**src/rtl/calendar_date_engine.sv**
```systemverilog
// calendar_date_engine: BCD date keeper with Gregorian rollover, validated loads and a 34-entry HD44780 frame stream
module calendar_date_engine #(
  parameter int                       YEAR_DIGITS = 4,
  parameter logic [4*YEAR_DIGITS-1:0] RESET_YEAR  = 16'h2020,
  parameter logic [2:0]               RESET_DOW   = 3'd3
) (
  input  logic                     CLK,
  input  logic                     RESET,
  input  logic                     DAY_TICK,
  input  logic                     SET_LOAD,
  input  logic [4*YEAR_DIGITS-1:0] SET_YEAR,
  input  logic [3:0]               SET_MONTH,
  input  logic [4:0]               SET_DAY,
  input  logic [2:0]               SET_DOW,
  input  logic                     DISP_EN,
  input  logic                     LCD_READY,
  output logic                     LCD_VALID,
  output logic                     LCD_RS,
  output logic                     LCD_RW,
  output logic [7:0]               LCD_DATA,
  output logic                     FRAME_DONE,
  output logic [4*YEAR_DIGITS-1:0] YEAR_BCD,
  output logic [3:0]               MONTH,
  output logic [4:0]               DAY,
  output logic [2:0]               DOW,
  output logic                     LEAP,
  output logic                     SET_ERR
);
  localparam int YW = 4*YEAR_DIGITS;
  localparam int LPAD = (16-(YEAR_DIGITS+6))>>1;
  localparam logic [79:0] HDR = " Today is ";
  function automatic logic div4(input logic [3:0] t, input logic [3:0] o);
    return t[0] ? (o == 4'd2 || o == 4'd6) : (o == 4'd0 || o == 4'd4 || o == 4'd8);
  endfunction
  function automatic logic is_leap(input logic [YW-1:0] y);
    return (y[7:0] == 8'h00) ? div4(y[15:12], y[11:8]) : div4(y[7:4], y[3:0]);
  endfunction
  function automatic logic [4:0] mlen(input logic [3:0] m, input logic lp);
    return (m == 4'd2) ? (lp ? 5'd29 : 5'd28) :
           (m == 4'd4 || m == 4'd6 || m == 4'd9 || m == 4'd11) ? 5'd30 : 5'd31;
  endfunction
  function automatic logic [YW-1:0] yinc(input logic [YW-1:0] y);
    logic [YW-1:0] r;
    logic c;
    r = y;
    c = 1'b1;
    for (int k = 0; k < YEAR_DIGITS; k++)
      if (c) begin
        c = (r[4*k +: 4] == 4'd9);
        r[4*k +: 4] = c ? 4'd0 : r[4*k +: 4] + 4'd1;
      end
    return r;
  endfunction
  function automatic logic ydig_ok(input logic [YW-1:0] y);
    logic ok;
    ok = 1'b1;
    for (int k = 0; k < YEAR_DIGITS; k++) ok = ok & (y[4*k +: 4] <= 4'd9);
    return ok;
  endfunction
  function automatic logic [23:0] dname(input logic [2:0] w);
    return w == 3'd0 ? "SUN" : w == 3'd1 ? "MON" : w == 3'd2 ? "TUE" :
           w == 3'd3 ? "WED" : w == 3'd4 ? "THU" : w == 3'd5 ? "FRI" : "SAT";
  endfunction
  function automatic logic [15:0] bin2asc(input logic [4:0] v);
    logic [1:0] t;
    t = v >= 5'd30 ? 2'd3 : v >= 5'd20 ? 2'd2 : v >= 5'd10 ? 2'd1 : 2'd0;
    return {6'b001100, t, 4'h3, 4'(v - 5'd10 * {3'b000, t})};
  endfunction
  // Returns {RS, DATA} for frame entry i built from the frozen date snapshot.
  function automatic logic [8:0] entry(input logic [5:0] i, input logic [YW-1:0] y,
                                       input logic [3:0] m, input logic [4:0] d, input logic [2:0] w);
    logic [7:0] c;
    logic [23:0] dn;
    logic [15:0] ma, da;
    int p, q;
    dn = dname(w);
    ma = bin2asc({1'b0, m});
    da = bin2asc(d);
    p = int'(i) - 1;
    q = int'(i) - 18 - LPAD;
    c = 8'h20;
    if (i == 6'd0 || i == 6'd17) return {1'b0, (i == 6'd0) ? 8'h80 : 8'hC0};
    if (i < 6'd17) begin
      if (p < 10) c = HDR[8*(9-p) +: 8];
      else if (p < 13) c = dn[8*(12-p) +: 8];
    end else if (q >= 0 && q < YEAR_DIGITS) c = {4'h3, y[4*(YEAR_DIGITS-1-q) +: 4]};
    else if (q == YEAR_DIGITS || q == YEAR_DIGITS+3) c = 8'h2D;
    else if (q == YEAR_DIGITS+1) c = ma[15:8];
    else if (q == YEAR_DIGITS+2) c = ma[7:0];
    else if (q == YEAR_DIGITS+4) c = da[15:8];
    else if (q == YEAR_DIGITS+5) c = da[7:0];
    return {1'b1, c};
  endfunction
  logic [YW-1:0] year_q, year_d, sy_q, sy_d;
  logic [3:0] month_q, month_d, sm_q, sm_d;
  logic [4:0] day_q, day_d, sd_q, sd_d, cur_len;
  logic [2:0] dow_q, dow_d, sw_q, sw_d;
  logic err_q, err_d, set_ok;
  logic vld_q, vld_d, rs_q, rs_d, rw_q, rw_d, fd_q, fd_d, acc;
  logic [7:0] data_q, data_d;
  logic [5:0] idx_q, idx_d;
  logic [8:0] ent;
  assign LEAP = is_leap(year_q);
  assign cur_len = mlen(month_q, LEAP);
  assign set_ok = ydig_ok(SET_YEAR) && SET_MONTH >= 4'd1 && SET_MONTH <= 4'd12 && SET_DAY >= 5'd1 &&
                  SET_DAY <= mlen(SET_MONTH, is_leap(SET_YEAR)) && SET_DOW <= 3'd6;
  always_comb begin
    year_d = year_q;
    month_d = month_q;
    day_d = day_q;
    dow_d = dow_q;
    err_d = 1'b0;
    if (SET_LOAD) begin
      err_d = !set_ok;
      if (set_ok) begin
        year_d = SET_YEAR;
        month_d = SET_MONTH;
        day_d = SET_DAY;
        dow_d = SET_DOW;
      end
    end else if (DAY_TICK) begin
      dow_d = (dow_q == 3'd6) ? 3'd0 : dow_q + 3'd1;
      day_d = (day_q >= cur_len) ? 5'd1 : day_q + 5'd1;
      if (day_q >= cur_len) begin
        month_d = (month_q == 4'd12) ? 4'd1 : month_q + 4'd1;
        if (month_q == 4'd12) year_d = yinc(year_q);
      end
    end
  end
  // Pins are registered, so they are computed for the index the next cycle will hold.
  always_comb begin
    acc = vld_q & LCD_READY;
    idx_d = !DISP_EN ? 6'd0 : acc ? ((idx_q == 6'd33) ? 6'd0 : idx_q + 6'd1) : idx_q;
    fd_d = acc && idx_q == 6'd33;
    sy_d = (idx_q == 6'd0) ? year_q : sy_q;
    sm_d = (idx_q == 6'd0) ? month_q : sm_q;
    sd_d = (idx_q == 6'd0) ? day_q : sd_q;
    sw_d = (idx_q == 6'd0) ? dow_q : sw_q;
    ent = entry(idx_d, sy_d, sm_d, sd_d, sw_d);
    vld_d = DISP_EN;
    rs_d = DISP_EN ? ent[8] : 1'b1;
    rw_d = !DISP_EN;
    data_d = DISP_EN ? ent[7:0] : 8'h02;
  end
  always_ff @(posedge CLK or negedge RESET) begin
    if (!RESET) begin
      year_q <= RESET_YEAR;
      month_q <= 4'd1;
      day_q <= 5'd1;
      dow_q <= RESET_DOW;
      err_q <= 1'b0;
      sy_q <= RESET_YEAR;
      sm_q <= 4'd1;
      sd_q <= 5'd1;
      sw_q <= RESET_DOW;
      vld_q <= 1'b0;
      rs_q <= 1'b1;
      rw_q <= 1'b1;
      data_q <= 8'h02;
      idx_q <= 6'd0;
      fd_q <= 1'b0;
    end else begin
      year_q <= year_d;
      month_q <= month_d;
      day_q <= day_d;
      dow_q <= dow_d;
      err_q <= err_d;
      sy_q <= sy_d;
      sm_q <= sm_d;
      sd_q <= sd_d;
      sw_q <= sw_d;
      vld_q <= vld_d;
      rs_q <= rs_d;
      rw_q <= rw_d;
      data_q <= data_d;
      idx_q <= idx_d;
      fd_q <= fd_d;
    end
  end
  assign YEAR_BCD = year_q;
  assign MONTH = month_q;
  assign DAY = day_q;
  assign DOW = dow_q;
  assign SET_ERR = err_q;
  assign LCD_VALID = vld_q;
  assign LCD_RS = rs_q;
  assign LCD_RW = rw_q;
  assign LCD_DATA = data_q;
  assign FRAME_DONE = fd_q;
endmodule
```
**config.mk**
```make
export PLATFORM = sky130hd
export DESIGN_NAME = calendar_date_engine
export DESIGN_NICKNAME = d
export VERILOG_FILES = /design/src/rtl/calendar_date_engine.sv
export SDC_FILE = /design/constraint.sdc
export NUM_CORES = 1
export LEC_CHECK = 0
export ABC_AREA = 1
export CELL_PAD_IN_SITES_DETAIL_PLACEMENT = 0
export CELL_PAD_IN_SITES_GLOBAL_PLACEMENT = 1
export CORE_ASPECT_RATIO = 0.5
export CORE_MARGIN = 5
export CORE_UTILIZATION = 44
export CTS_CLUSTER_DIAMETER = 100
export DETAILED_ROUTE_END_ITERATION = 8
export GPL_TIMING_DRIVEN = 0
export HOLD_SLACK_MARGIN = 0.02
export PLACE_DENSITY = 0.84
export REMOVE_ABC_BUFFERS = 1
export SETUP_SLACK_MARGIN = 0.5
export SLEW_MARGIN = 20
export SYNTH_ARGS = -nofsm -noshare
export SYNTH_HDL_FRONTEND = slang
export SYNTH_SLANG_ARGS = --single-unit
```
**constraint.sdc**
```tcl
create_clock -name CLK -period 5.46 [get_ports CLK]
set_clock_uncertainty 0.2 [all_clocks]
set_input_delay 0.546 -clock CLK [delete_from_list [all_inputs] [get_ports CLK]]
set_output_delay 0.546 -clock CLK [all_outputs]
set_load 0.02 [all_outputs]
```
# After elaboration in Yosys (flattened, before gate mapping)

Cells that the tools add are included.

Register bits after elaboration: 75
Bits of input ports: 34
Output and inout bits: 42
Logic and storage cells: 246

$add $sub $neg: 16
Multiply operators: 2
Order comparisons: 21
Equality and inequality tests: 46
Shifts and indexed selects: 3
Mux-type cells: 86
Bitwise logic cells: 4
Reduce and logical (&&, ||, !) cells: 50

Operator list:

| operator                   | number |
|---|---|
| $mux W21                   | 6 |
| $mux W16                   | 6 |
| $shiftx A80 B11 Y8 const A | 1 |
| $mux W5                    | 11 |
| $eq A4 B4 Y1 const B       | 13 |
| $mux W4                    | 13 |
| $eq A4 B3 Y1 const B       | 12 |
| $eq A8 B4 Y1 const B       | 4 |
| $mux W8                    | 4 |
| $mux W1                    | 29 |
| $eq A4 B2 Y1 const B       | 6 |
| $shiftx A24 B11 Y8         | 1 |
| $add A4 B1 Y4 const B      | 5 |
| $le A4 B4 Y1 const B       | 5 |
| $logic_or A1 B1 Y1         | 20 |
| $mux W6                    | 3 |
| $mux W9                    | 2 |
| $eq A8 B5 Y1 const B       | 2 |
| $logic_not A4 Y1           | 4 |
| $logic_not A8 Y1           | 2 |
| $shiftx A16 B11 Y4         | 1 |
| $sub A5 B7 Y8 const A      | 2 |
| $mux W3                    | 5 |
| $reduce_and A5 Y1          | 3 |
| other kinds (39)           | 68 |

# Depth between registers and ports, before layout

Word-level depth: 26
Depth in mapped cells: 26
Mapped depth without buffers: 24

# Least setup slack after synthesis

OpenSTA, ideal clock, no wires.

Path kind: register -> register
From: register vld_q, in the netlist LCD_VALID
To: register data_q[4], in the netlist LCD_DATA[4]
Library setup time: 0.071 ns
Arrival: 3.399 ns
Required time: 5.189 ns
Path slack: 1.790 ns
Cell stages (with the launch flop): 22
Path buffers: 3
Clock period less this slack: 3.670 ns
Cells stage by stage: dfrtp_1 nand2_2 nor2_2 nand2_4 nand3_4 inv_2 buf_2 buf_1 ha_1 clkbuf_1 clkinv_1 ha_1 a21oi_2 xor2_1 nand2_1 nor2_4 nand2_1 o21ai_1 inv_1 nand2_1 nand2_1 nor2_1

Longest elaborated chain between the ends: 15
Elaborated cells on any way between the ends: 38
Those cells by class: add/sub: 5; order compare: 5; eq/ne: 7; shift: 2; mux: 14; bitwise: 1; reduce/logical: 4

RTL lines:

| what                     | RTL line | source |
|---|---|---|
| from (decl)              | 99       | `logic vld_q, vld_d, rs_q, rs_d, rw_q, rw_d, fd_q, fd_d, acc;` |
| from (signal assigned)   | 172      | `vld_q <= vld_d;` |
| $and A1 B1 Y1 (*)        | 132      | `acc = vld_q & LCD_READY;` |
| $mux W6 (*) (2 in a row) | 133      | `idx_d = !DISP_EN ? 6'd0 : acc ? ((idx_q == 6'd33) ? 6'd0 : idx_q + 6'd1) : idx_q;` |
| via idx_d[0]             | 101      | `logic [5:0] idx_q, idx_d;` |
| $sub A6 B5 Y7            | 80       | `q = int'(i) - 18 - LPAD;` |
| $sub A7 B3 Y8            | 80       |  |
| $eq A8 B5 Y1             | 91       | `else if (q == YEAR_DIGITS+5) c = da[7:0];` |
| $mux W5                  | 91       |  |
| $mux W5                  | 90       | `else if (q == YEAR_DIGITS+4) c = da[15:8];` |
| $mux W5                  | 89       | `else if (q == YEAR_DIGITS+2) c = ma[7:0];` |
| $mux W5                  | 88       | `else if (q == YEAR_DIGITS+1) c = ma[15:8];` |
| $mux W5                  | 87       | `else if (q == YEAR_DIGITS \|\| q == YEAR_DIGITS+3) c = 8'h2D;` |
| $mux W5                  | 86       | `end else if (q >= 0 && q < YEAR_DIGITS) c = {4'h3, y[4*(YEAR_DIGITS-1-q) +: 4]};` |
| $mux W8                  | 83       | `if (i < 6'd17) begin` |
| $mux W9 (*)              | 83       |  |
| $mux W8 (*)              | 143      | `data_d = DISP_EN ? ent[7:0] : 8'h02;` |
| via data_d[4]            | 100      | `logic [7:0] data_q, data_d;` |
| to (signal assigned)     | 175      | `data_q <= data_d;` |
| to (decl)                | 100      |  |

Mark *: on every way through the listed nets, which the timed path passes. The rest lies on a longest branch.
A chain may end at the register's enable or synchronous reset.

# Worst setup path after layout

From: input port DISP_EN
To: register data_q[4], in the netlist LCD_DATA[4]

Longest elaborated chain between the ends: 13
Elaborated cells on any way between the ends: 36
Those cells by class: add/sub: 5; order compare: 5; eq/ne: 7; shift: 2; mux: 13; reduce/logical: 4

RTL lines:

| what          | RTL line | source |
|---|---|---|
| from (decl)   | 15       | `input logic DISP_EN,` |
| $mux W6       | 133      |  |
| $sub A6 B5 Y7 | 80       |  |
| $sub A7 B3 Y8 | 80       |  |
| $eq A8 B5 Y1  | 91       |  |
| $mux W5       | 91       |  |
| $mux W5       | 90       |  |
| $mux W5       | 89       |  |
| $mux W5       | 88       |  |
| $mux W5       | 87       |  |
| $mux W5       | 86       |  |
| $mux W8       | 83       |  |
| $mux W9       | 83       |  |
| $mux W8 (*)   | 143      |  |
| via data_d[4] | 100      |  |

Marked as above.

==> results by stage <==
Status:
- The flow ran to the end, and the final reports show no timing, DRC or antenna violations.

Critical path:
- Data on the critical path arrives at its endpoint at around 4.6 ns.
- The delay contributed by the slowest stage of the critical path is roughly 0.91 ns.
- Together, buffers and inverters on the worst path number 4.
- The kind of capture point of the worst setup path is a flip-flop.
- The most common cell type on the critical path is nand2_1.
- The worst register-to-register path ends at LCD_DATA[4].
- The kind of cell adding the most delay to the critical path is buffers and inverters.
- The critical path is of the in2reg type.
- The worst reg-to-reg path cell count is 20.
- In this run the worst path has a maximum fanout of 23.
- The register-to-register setup slack is about 1.3 ns.
- The type of origin of the critical path is a primary input.
- For this design, the slowest cell found on the critical path is clkdlybuf4s50_1.
- For the worst setup path, the data required time is 5.52 ns.
- The critical path goes through clkdlybuf4s50_1 > nand3_4 > inv_2 > ha_1 > clkinv_1 > ha_1 > a21oi_2 > xor2_1 > nand2_1 > nor2_4 > nand2_1 > o21ai_1 > inv_1 > nand2_1 > nand2_1 > nor2_1.
- In this run the critical register-to-register path is launched from idx_q[1].

Clock tree:
- Buffers inserted to repair hold after CTS numbered 1.
- The clock input transition at the sequential cells of the worst setup and hold paths is 0.07 ns.
- The clock reaches the later pin of the worst-skew pair after roughly 0.34 ns.
- TritonCTS built the clock tree.
- The post-CTS resize count is 0.
- The clock root buffer master is clkbuf_16.
- The H-tree was split into 3 levels.
- The number of clock buffers added by TritonCTS is 9.
- Counting along the longest clock path gives a buffer depth of 2.
- The post-CTS setup repair buffer count is 0.
- CTS saw 75 sinks.

Timing:
- The final worst-path setup slack is around 0.97 ns.
- The number of pins exceeding their max-slew limit in the final report is 0.
- The setup TNS is 0 ns.
- Based on the critical path, the design can be clocked at up to ~220 MHz.
- The time the final worst path needs with I/O delays and setup is between 4 and 5 ns.
- The worst slew margin relative to its limit is about a third.
- Setup violations remaining at the end of the flow were counted as 0.
- The number of failing hold endpoints at the final stage came to 0.
- The transition time of the tightest slew-check pin is ~0.98 ns.
- Setup repair after global routing left no endpoint under its margin.
- The period utilization is 82.2%.

Detailed routing:
- The post-route DRC violation count is 0.
- The count of antenna-violating nets left after detailed routing is 0.
- The final routed wirelength across all metal layers is between 10000 and 15000 um.
- The number of iterations in the first detailed-routing pass is 5.
- In the routed layout, each cell is associated on average with a via count of 5.19.
- For this block, the via count after detailed routing is ~5400.
- The post-detailed-route wirelength per cell is 14.1 um.
- For this block, the initial DRC count from the detailed router was between 200 and 300.

Placement:
- The final weighted congestion in routability-driven placement is approximately 0.83.
- The total placed cells including tap cells is roughly 1000.
- The number of buffer cells added on primary ports is 75.
- After legalization and detailed placement, the total HPWL measured 11000 um.
- Before CTS, the worst setup slack after placement is between 0.6 and 0.7 ns.

Finish:
- For this run, the number of standard cells in the final layout without fillers is 1037.
- The utilization of the core after routing is 54.4%.
- Fill cells in the final layout number approximately 1200.
- The area growth from synthesis to layout is 21.6%.
- Of the cells placed in the final design, the portion with a size suffix greater than 1 is between 10% and 20%.
- The number of nets at the end of the flow is just over 900.
- The number of antenna diodes in the final layout is 0.

Logic synthesis:
- The number of enable-type register cells in the synthesized netlist is 0.
- The post-synthesis sequential area ratio is 33.6%.
- Summing every instance area after synthesis gives 5650 um^2.
- The multiplexer share of the synthesized area is less than 1%.
- The adder-cell area share of the yosys netlist is about 7%.
- Of all flip-flops after synthesis, the portion carrying an async set or reset was 100%.
- The synthesized netlist devotes between 10% and 20% of its cell area to compound gates.
- The mean instance size in the synthesized netlist is just over 7 um^2.
- After synthesis, the largest family of logic cells by area is simple AND/OR/NAND/NOR gates.
- Yosys mapped the design onto 54 distinct sky130hd cell types.
- The number of warnings printed during yosys synthesis is 0.
- The total of flip-flops plus latches after synthesis is 75.
- The share of Yosys cell area claimed by the top area cell type is a little over a quarter.
- Counting every instance in the synthesized netlist gives 790.
- The share of the synthesized netlist area taken by xor and xnor gates is 1.86%.
- The simple-gate share of the synthesized area is between 30% and 40%.
- By count the netlist is led by 176 x nand2_1, 121 x inv_1, 78 x o21ai_0.
- Yosys instantiated no cell more often than nand2_1.
- The primary flip-flop cell chosen by synthesis mapping is dfrtp_1.
- dfrtp_1 takes more of the synthesized area than any other cell.
- Yosys attributes the largest share of cell area to dfrtp_1 27%, nand2_1 12%, inv_1 8.0%.

Worst hold path:
- The hold path startpoint is sy_q[9].
- The capture endpoint of the worst hold path is sy_q[9].
- The worst hold path stage count is 2.
- The class of the most critical hold timing path is reg2reg.

Power and ir drop:
- In this run the power density over the cells is 352 nW/um^2.
- The worst voltage drop across the vdd grid is between 0.2 and 0.25 mV.
- The overall power after layout is around 0.0024 W.
- The standby leakage power is 3.27 nW.

Die:
- 76 I/O pins were placed.
- Measured along the x axis, the die boundary spans approximately 170 um.
- The vertical die dimension is approximately 90 um.
- The effective utilization at floorplan is 44.7%.
- The floorplan step defined a die boundary enclosing between 15000 and 20000 um^2.
- The core area is 12600 um^2.
- Row generation in the floorplan step produced 29 rows.

Run:
- Across the run, the number of max-cap violations was 0.

Global route:
- The via count of the first global-routing pass is between 5000 and 6000.
- In the global route stage, overall resource usage came out at 19.7%.
- The remaining global-route overflow is 0.
- The number of antenna violations at the first check in global routing is 0.
- The largest net degree at the start of global routing is 44.
- The first-pass GRT wire length is between 20000 and 25000 um.
[worst register-to-register path, cell delays in order, from the launching register on]
cell,delay (ns)
dfrtp_1,0.42
inv_1,0.11
ha_1,0.15
nand2_1,0.06
nor2_2,0.14
nand2_4,0.10
nand3_4,0.20
inv_2,0.27
ha_1,0.61
clkinv_1,0.44
ha_1,0.36
a21oi_2,0.13
xor2_1,0.20
nand2_1,0.12
nor2_4,0.14
nand2_1,0.06
o21ai_1,0.12
inv_1,0.05
nand2_1,0.05
nand2_1,0.05
nor2_1,0.14
[how the worst max path moves through the flow]
stage,startpoint,endpoint,cells past startpoint,slack [ns]
global placement,DISP_EN,LCD_DATA[4],17,0.63
global route,DISP_EN,LCD_DATA[4],17,0.61
detailed placement,DISP_EN,LCD_DATA[4],16,0.68
finish,DISP_EN,LCD_DATA[4],16,0.97
CTS,DISP_EN,LCD_DATA[4],16,1.02
floorplan,idx_q[0],LCD_DATA[3],16,1.67
[power by group]
part           switching [W]  internal [W]
combinational       0.000612      0.000390
clock               0.000258      0.000316
sequential          0.000122      0.000718
[through the flow]
stage	hold WS [ns]	area [um^2]
floorplan	0.0504	5570
global placement	0.274	6530
detailed placement	0.277	6570
CTS	0.293	6870
global route	0.331	6870
finish	0.299	6870
[cells by family after synthesis]
| logic type | after synthesis |
|---|---|
| xor gates and xnor gates | 12 |
| adders and majority gates | 31 |
| and+or+nand+nor | 368 |
| buffers and inverters | 144 |
| AOI/OAI and AO/OA | 159 |
| muxes | 1 |
| DFF | 75 |
[final cells by class]
class                   count  area (um^2)  share of cell area, %
clock buffers               9          225                   3.28
flip-flops and latches     75         1900                   27.6
clock inverters             7         58.8                  0.856
well taps                 170          213                   3.10
multi-input cells         571         3200                   46.6
repair buffers             78          798                   11.6
inverters                 127          478                   6.96
[registers in the layout, summed over array words and instances, names as in the netlist]
register / cells
MONTH: 4
LCD_RW: 1
sw_q: 3
YEAR_BCD: 16
DAY: 5
LCD_VALID: 1
LCD_DATA: 8
sm_q: 4
idx_q: 6
SET_ERR: 1
sd_q: 5
sy_q: 16
DOW: 3
FRAME_DONE: 1
LCD_RS: 1
[metal layers]
layer,vias up,track usage [%],routed length [um]
met5,-,0,0
met4,0,3.79,116
met3,10,3.51,720
met2,124,30.1,6370
met1,2490,29.1,7450
li1,2759,-,-
[layout by cell type (no fill, tap or decap), types with 6 or more instances in the layout]
cell type,n
nor3_1,16
nand2_2,11
nand3_2,7
xor2_1,10
dfstp_2,15
o211ai_1,15
or2_2,7
dfrtp_1,60
nor2_4,7
o21ai_0,78
nand2_1,176
a31oi_1,7
inv_1,121
clkdlybuf4s50_1,74
nor2_1,46
a21oi_1,22
nand4_1,13
o22ai_1,6
ha_1,30
clkbuf_16,9
o21ai_1,6
nand3_1,68
No activity file was read; power rests on OpenSTA's default activity.
